===== config.mk =====
export PLATFORM = sky130hd
export DESIGN_NAME = cmult_stream
export DESIGN_NICKNAME = d
export VERILOG_FILES = /design/src/rtl/cmult_pkg.sv /design/src/rtl/cmult_round_sat.sv /design/src/rtl/cmult_stream.sv
export SDC_FILE = /design/constraint.sdc
export NUM_CORES = 2
export LEC_CHECK = 0
export BUFFER_PORTS_ARGS = -buffer_cell sky130_fd_sc_hd__buf_2
export CORE_UTILIZATION = 40
export CTS_CLUSTER_DIAMETER = 50
export DETAILED_ROUTE_END_ITERATION = 16
export SLEW_MARGIN = 20
export SYNTH_ARGS = -nofsm -noshare
export SYNTH_HDL_FRONTEND = slang
export SYNTH_SLANG_ARGS = --single-unit

===== constraint.sdc =====
create_clock -name clk -period 17.95 [get_ports clk]
set_input_delay 1.795 -clock clk [delete_from_list [all_inputs] [get_ports clk]]
set_output_delay 1.795 -clock clk [all_outputs]
set_load 0.1 [all_outputs]

===== src/rtl/cmult_pkg.sv =====
// rtl/cmult_pkg.sv - shared constants and width helper for the complex multiplier stream
package cmult_pkg;

  // Stages from input transfer to m_valid; fixed for every parameter set.
  localparam int CMULT_LAT = 6;

  // Full-precision product width. Pre-adds grow one bit and the conjugate
  // negation grows B by one bit, so A+B+2 never wraps.
  function automatic int full_prod_width(input int aw, input int bw);
    return aw + bw + 2;
  endfunction

endpackage


===== src/rtl/cmult_round_sat.sv =====
// rtl/cmult_round_sat.sv - round half-up, arithmetic shift and saturate one product component
module cmult_round_sat
  import cmult_pkg::*;
#(
  parameter int IWIDTH = full_prod_width(16, 18),
  parameter int OWIDTH = 16,
  parameter int SHIFT  = 15
) (
  input  logic signed [IWIDTH-1:0] din,
  output logic signed [OWIDTH-1:0] dout,
  output logic                     ovf
);

  // One guard bit so the rounding add can never wrap.
  localparam int RW = IWIDTH + 1;

  localparam logic signed [OWIDTH-1:0] OMAX = {1'b0, {(OWIDTH-1){1'b1}}};
  localparam logic signed [OWIDTH-1:0] OMIN = {1'b1, {(OWIDTH-1){1'b0}}};

  logic signed [RW-1:0]   rounded;
  logic signed [RW-1:0]   shifted;
  logic        [RW-OWIDTH:0] hi;

  generate
    if (SHIFT > 0) begin : g_rnd
      localparam logic signed [RW-1:0] HALF = RW'(1) <<< (SHIFT - 1);
      assign rounded = RW'(din) + HALF;
    end else begin : g_nornd
      assign rounded = RW'(din);
    end
  endgenerate

  assign shifted = rounded >>> SHIFT;

  // Everything from the output sign bit upward must agree, otherwise the value does not fit.
  assign hi = shifted[RW-1:OWIDTH-1];

  // Clamp to the output range and flag when clamping happened.
  always_comb begin
    ovf  = 1'b0;
    dout = shifted[OWIDTH-1:0];
    if (!((&hi) || !(|hi))) begin
      ovf  = 1'b1;
      dout = shifted[RW-1] ? OMIN : OMAX;
    end
  end

endmodule


===== src/rtl/cmult_stream.sv =====
// rtl/cmult_stream.sv - pipelined 3-multiplier complex multiply with conj mode and ready/valid flow control
module cmult_stream
  import cmult_pkg::*;
#(
  parameter int AWIDTH = 16,
  parameter int BWIDTH = 18,
  parameter int OWIDTH = 16,
  parameter int SHIFT  = 15,
  parameter int UWIDTH = 8
) (
  input  logic                     clk,
  input  logic                     rst,
  input  logic                     s_valid,
  output logic                     s_ready,
  input  logic signed [AWIDTH-1:0] ar,
  input  logic signed [AWIDTH-1:0] ai,
  input  logic signed [BWIDTH-1:0] br,
  input  logic signed [BWIDTH-1:0] bi,
  input  logic                     conj,
  input  logic        [UWIDTH-1:0] s_user,
  output logic                     m_valid,
  input  logic                     m_ready,
  output logic signed [OWIDTH-1:0] pr,
  output logic signed [OWIDTH-1:0] pi,
  output logic                     m_ovf,
  output logic        [UWIDTH-1:0] m_user
);

  localparam int PW  = full_prod_width(AWIDTH, BWIDTH);
  localparam int AW1 = AWIDTH + 1;
  localparam int BW1 = BWIDTH + 1;
  localparam int BW2 = BWIDTH + 2;

  logic ce;
  logic [CMULT_LAT-1:0] vld;

  // stage 1: registered operands, B imaginary already conjugated
  logic signed [AWIDTH-1:0] ar1, ai1;
  logic signed [BWIDTH-1:0] br1;
  logic signed [BW1-1:0]    bi1;
  logic        [UWIDTH-1:0] u1;
  // stage 2: pre-adds
  logic signed [AW1-1:0]    dab2;
  logic signed [BW2-1:0]    dbr2, sbr2;
  logic signed [BW1-1:0]    bi2;
  logic signed [AWIDTH-1:0] ar2, ai2;
  logic        [UWIDTH-1:0] u2;
  // stages 3 and 4: products and their pipeline copy
  logic signed [PW-1:0]     pc3, pr3, pi3;
  logic signed [PW-1:0]     pc4, pr4, pi4;
  logic        [UWIDTH-1:0] u3, u4;
  // stage 5: post-adds
  logic signed [PW-1:0]     re5, im5;
  logic        [UWIDTH-1:0] u5;
  // round/saturate results feeding the output register
  logic signed [OWIDTH-1:0] pr_n, pi_n;
  logic                     ovf_r, ovf_i;

  assign ce      = m_ready || !m_valid;
  // Reset flushes the pipeline, so input is always acceptable while it is held.
  assign s_ready = ce || rst;
  assign m_valid = vld[CMULT_LAT-1];

  // Valid bits move with the data; reset discards everything in flight.
  always_ff @(posedge clk) begin
    if (rst) begin
      vld <= '0;
    end else if (ce) begin
      vld <= {vld[CMULT_LAT-2:0], s_valid};
    end
  end

  // Multiplier stages 1-5; data registers are don't-care under a zero valid bit.
  always_ff @(posedge clk) begin
    if (ce) begin
      ar1  <= ar;
      ai1  <= ai;
      br1  <= br;
      bi1  <= conj ? -BW1'(bi) : BW1'(bi);
      u1   <= s_user;

      dab2 <= AW1'(ar1) - AW1'(ai1);
      dbr2 <= BW2'(br1) - BW2'(bi1);
      sbr2 <= BW2'(br1) + BW2'(bi1);
      bi2  <= bi1;
      ar2  <= ar1;
      ai2  <= ai1;
      u2   <= u1;

      pc3  <= PW'(dab2) * PW'(bi2);
      pr3  <= PW'(dbr2) * PW'(ar2);
      pi3  <= PW'(sbr2) * PW'(ai2);
      u3   <= u2;

      pc4  <= pc3;
      pr4  <= pr3;
      pi4  <= pi3;
      u4   <= u3;

      re5  <= pr4 + pc4;
      im5  <= pi4 + pc4;
      u5   <= u4;
    end
  end

  cmult_round_sat #(
    .IWIDTH (PW),
    .OWIDTH (OWIDTH),
    .SHIFT  (SHIFT)
  ) u_rs_re (
    .din  (re5),
    .dout (pr_n),
    .ovf  (ovf_r)
  );

  cmult_round_sat #(
    .IWIDTH (PW),
    .OWIDTH (OWIDTH),
    .SHIFT  (SHIFT)
  ) u_rs_im (
    .din  (im5),
    .dout (pi_n),
    .ovf  (ovf_i)
  );

  // Stage 6 output register: loads only real samples so outputs hold across bubbles.
  always_ff @(posedge clk) begin
    if (rst) begin
      pr     <= '0;
      pi     <= '0;
      m_ovf  <= 1'b0;
      m_user <= '0;
    end else if (ce && vld[CMULT_LAT-2]) begin
      pr     <= pr_n;
      pi     <= pi_n;
      m_ovf  <= ovf_r || ovf_i;
      m_user <= u5;
    end
  end

endmodule


Word-level counts from Yosys, hierarchy flattened
Cells that the tools add are included.

storage, ports and cells
  output and inout port bits = 43
  word-level logic and storage cells = 59
  input bits = 81
  bits in registers = 552

cells by class
  multiply operators = 3
  multiplexer cells = 7
  $add $sub $neg = 8
  reduce and logical (&&, ||, !) cells = 13

operators with widths
  kind                    number
  $add 36x16->37 const B  2
  $add 36x36->36          2
  $mul 20x16->36          2
  $mux 16                 4
  $mul 17x19->36          1
  $add 18x19->20          1
  $sub 18x19->20          1
  $mux 19                 1
  $neg 18->19             1
  $sub 16x16->17          1
  $reduce_and 7->1        2
  $reduce_or 7->1         2
  $logic_or 1x1->1        5
  $logic_not 1->1         3
  $mux 1                  2
  $logic_and 1x1->1       1

Longest topological paths before layout
  depth in word-level cells = 6
  depth in mapped cells = 25
  depth with buffers taken out = 24

By module
From an unflattened synthesis, not the netlist that was laid out.

unflattened totals
  cells, all modules = 5,651
  area total of the unflattened synthesis = 59,320.6 µm²

by module, submodules not included
  module           cells each  area each (µm²)  times used
  cmult_stream     5,465       58,011.9         1
  cmult_round_sat  93          654.4            2

Least setup slack after synthesis
OpenSTA, ideal clock, no wires.

  path type = input to register
  start point = input port m_ready
  end point = register pr[10]
  buffers on the path = 3
  required time = 17.872 ns
  cell stages on the path = 8
  arrival time = 14.972 ns
  setup slack = 2.900 ns
  library setup time = 0.078 ns
  cell sequence = nor2b_1 > clkbuf_1 > clkinv_1 > and2_1 > clkbuf_1 > a41o_1 > buf_4 > nor3_1

between the ends
  word-level cells in the longest chain between the ends = 2

RTL lines
  element               line                 text
  from (decl)           cmult_stream.sv:22   input logic m_ready,
  $logic_or 1x1->1      cmult_stream.sv:59   assign ce = m_ready || !m_valid;
  $logic_and 1x1->1     cmult_stream.sv:133  end else if (ce && vld[CMULT_LAT-2]) begin
  to (signal assigned)  cmult_stream.sv:134  pr <= pr_n;
  to (decl)             cmult_stream.sv:23   output logic signed [OWIDTH-1:0] pr,

No other way between the ends.
A chain may end at the register's enable or synchronous reset.

Final worst setup path
  start point = register ar2[15]
  end point = register pr3[33], data pin

between the ends
  word-level cells in the longest chain between the ends = 1

RTL lines
  element                 line                text
  from (decl)             cmult_stream.sv:46  logic signed [AWIDTH-1:0] ar2, ai2;
  from (signal assigned)  cmult_stream.sv:86  ar2 <= ar1;
  $mul 20x16->36          cmult_stream.sv:91  pr3 <= PW'(dbr2) * PW'(ar2);
  to (signal assigned)    cmult_stream.sv:91
  to (decl)               cmult_stream.sv:49  logic signed [PW-1:0] pc3, pr3, pi3;

No other way between the ends.

==> key figures <==
Floorplanning
  – Starting density of the core: 40.43%
  – Floorplan row count: between 100 and 150
  – Core area: 142,100 µm²
  – Die W: 381 µm
  – Die area: 145,200 µm²
  – Die height: 381 µm
  – IO Pins: approximately 120

Final layout
  – Fill count: 13,420
  – Area grow syn2layout: 8.384%
  – FF+latch area: 15,230 µm²
  – Share of layout cells above drive strength 1: 4.932%
  – Footprint of the multi-input gates: 37,380 µm²
  – Finished Cell Area: 62,270 µm²
  – Final #Nets: 6,938

Worst setup path
  – Crit-path leading delay family: adder cells
  – Critical Path, Cell by Cell: clkinv_1 -> nor2_1 -> fa_1 -> fa_1 -> fa_1 -> fa_1 -> fa_1 -> inv_1 -> fa_1 -> inv_1 -> ha_1 -> a211oi_1 -> nor2_1 -> a2111oi_0 -> a21oi_1 -> nor3_1 -> o21ai_0 -> a31oi_1 -> a21oi_1 -> o311a_1
  – Slowest-stage cell, CP: a2111oi_0
  – Crit. Startpoint: ar2[15]$_DFFE_PN_
  – Worst EP required: 18.37 ns
  – Crit. End Element: flip-flop
  – Critical setup path kind: reg2reg
  – CP Launch Type: flip-flop
  – Arr. time, crit path: 7.80 ns
  – Launching point of the worst reg2reg path: ar2[15]$_DFFE_PN_
  – CP Buf/Inv Count: 3
  – CP dominant cell by count: fa_1
  – CP Max Fanout: 17
  – Slowest cell delay on critical path: 0.64 ns

Logic synthesis
  – EDFF count, synth: 476
  – Warnings from Yosys: 0
  – XOR/XNOR Fraction of Synth Area: 3.552%
  – Asr flop ratio synth: 0%
  – Synth Area in Simple Gates: a little over an eighth
  – Syn Std Cell Area: 57,460 µm²
  – Synth cell types: 74
  – Post-synthesis sequential area ratio: 26.52%
  – Top_reg_cell synth: edfxtp_1
  – Largest area contributor in the netlist: fa_1
  – Largest family of logic cells by synthesized area: adder cells
  – Post-synth top cells: inv_1 (1,105), fa_1 (965), nand2_1 (563), edfxtp_1 (476), and2_1 (467)
  – Synth Area in Compound Gates: approximately 6%
  – Synth Instances: about 5,500
  – Syn Area/Cell: 10.50 µm²
  – Area contributors post-synth: fa_1 (34%), edfxtp_1 (25%), ha_1 (8.6%)
  – Multiplexer area fraction after synthesis: 0.05226%
  – Seq cells post-synth: approximately 520
  – Post-Synth Adder-Cell Area: 42.20%
  – Mapped Nets: 6,910
  – Post-synth top area share: roughly 34%
  – Most common cell in the netlist: inv_1

Timing
  – Worst relative slew slack: 30.29%
  – Least-Margin Pin Slew: 1.046 ns
  – Final period util: between 40% and 50%
  – Final setup fails: 0
  – Tmin final: about 7.4 ns
  – Layout Skew: ~0.04 ns
  – Final WS setup: between 10 and 15 ns
  – Max Transition Viols Final: 0
  – WHS: approximately 0.4 ns
  – Setup TNS Final: 0 ns
  – Final Hold Viols: 0
  – Fmax: 135.5 MHz
  – Unrepaired setup endpoints after global routing: no

Route
  – Vias: 37,410
  – Initial drt markers: 2,375
  – DRT antenna net count: 0
  – DRC Markers: 0
  – DRT Wirelength: roughly 140,000 µm
  – Wirelength per Cell: 19.27 µm
  – DR vias/cell: ~5
  – Initial DRT Pass Iterations: 6

Global routing
  – GRT overflow: 0
  – Initial antenna violation count: 5
  – Vias in the first global route: 39,820
  – First-pass GRT wire length: 227,500 µm
  – Largest net degree at the start of global routing: ~130
  – GRT Resource Usage Total: 20.35%

Clock tree
  – Clock latency on the worst-skew pair: between 0.6 and 0.7 ns
  – Clock buffer depth: 3
  – TritonCTS clock tree: yes
  – Post-CTS Setup Inserts: 0
  – Cts repair resizes: 0
  – CTS clk-pin slew, worst paths: 0.06 ns
  – Cell chosen for the clock root: clkbuf_16
  – H-tree depth: 3
  – Hold Buf Count CTS: 0
  – Num CTS Buffers: 73
  – CTS sink cnt: ~520

Placement
  – Placer Congestion: 0.9148
  – IO Port Bufs: 123
  – DP HPWL: between 100,000 and 150,000 µm
  – Area after DPL: 59,840 µm²
  – Post-Place Setup Slack: 10.63 ns

Min path
  – Min-Delay Path Class: reg2reg
  – HP Start: pi3[26]$_DFFE_PN_

Outcome
  – Status: complete, no violations

Run
  – MaxCap Viol Count: 0
-- stage by stage --
stage / cells / utilization (%)
after floorplan: 5470 / -
after global placement: 7313 / 42.11
after detailed placement: 7313 / 42.11
after CTS: 7446 / 43.82
after global routing: 7446 / 43.82
final: 7448 / 43.82
-- placed cells by master (no fill, tap or decap), drive strengths merged, types with 7 or more instances in the layout --
master / instances
a31o: 7
nand2: 563
nand3: 46
nor2b: 30
a31oi: 8
nand2b: 48
o31ai: 11
and3: 29
or3: 12
xor2: 58
a21o: 42
dfxtp: 47
xnor2: 175
and4: 13
inv: 1121
a2111oi: 9
ha: 394
edfxtp: 476
o311ai: 11
fa: 965
clkinv: 27
nand4: 24
o21ai: 101
o211ai: 11
nor2: 185
a21oi: 178
a211oi: 24
o21bai: 22
clkbuf: 85
o21a: 34
nor3: 92
and2: 467
buf: 134
-- sequential cells by signal, summed over array words and instances, names as in the netlist, 16 cells and up --
name / count
pc3: 36
pc4: 36
pi3: 36
pi4: 36
pr3: 36
pr4: 36
im5: 22
re5: 22
dbr2: 20
bi1: 19
bi2: 19
sbr2: 19
br1: 18
dab2: 17
ai1: 16
ai2: 16
ar1: 16
ar2: 16
pi: 16
pr: 16
-- worst reg2reg max path, stage by stage, from the launching register on --
cell       delay (ns)
edfxtp_1         0.48
clkinv_1         0.60
nor2_1           0.31
fa_1             0.47
fa_1             0.53
fa_1             0.44
fa_1             0.47
fa_1             0.49
inv_1            0.05
fa_1             0.51
inv_1            0.06
ha_1             0.35
a211oi_1         0.23
nor2_1           0.08
a2111oi_0        0.64
a21oi_1          0.20
nor3_1           0.23
o21ai_0          0.26
a31oi_1          0.31
a21oi_1          0.11
o311a_1          0.30
-- logic make-up (layout without fill, tap and decap cells) --
kind of cell | after synthesis | after routing
AO/OA/AOI/OAI | 528 | 528
XOR/XNOR | 233 | 233
adder cells (fa/ha/maj) | 1359 | 1359
buffers and inverters | 1288 | 1374
flip-flops | 523 | 523
multiplexers | 3 | 3
other | 0 | 2
AND/OR/NAND/NOR | 1536 | 1536
-- final cells by class --
class	instances	share of cell area [%]
Clock buffer	85	3.124
Inverter	1107	6.685
Timing Repair Buffer	134	1.127
Antenna cell	2	0.008037
Tap cell	1890	3.797
Multi-Input combinational cell	3659	60.02
Sequential cell	523	24.46
Clock inverter	48	0.7735
-- final timing paths --
kind                            slack [ns]                 to  cells after the start
worst max-delay path                 10.57  pr3[33]$_DFFE_PN_                     20
worst min-delay path                  0.41  pi4[26]$_DFFE_PN_                      0
worst max register to register       10.57  pr3[33]$_DFFE_PN_                     20
worst min register to register        0.41  pi4[26]$_DFFE_PN_                      0
-- routing by layer --
layer	track usage, %	vias up	wire length (µm)
met3	5.540	211	10880
met4	9.378	2	6793
li1	-	17260	-
met1	26.50	18890	61950
met5	0	-	14
met2	31.54	1046	63890
Power is left out: the tool's default activity adds up to more than one toggle a clock period on the data nets, which glitch-free logic cannot reach.
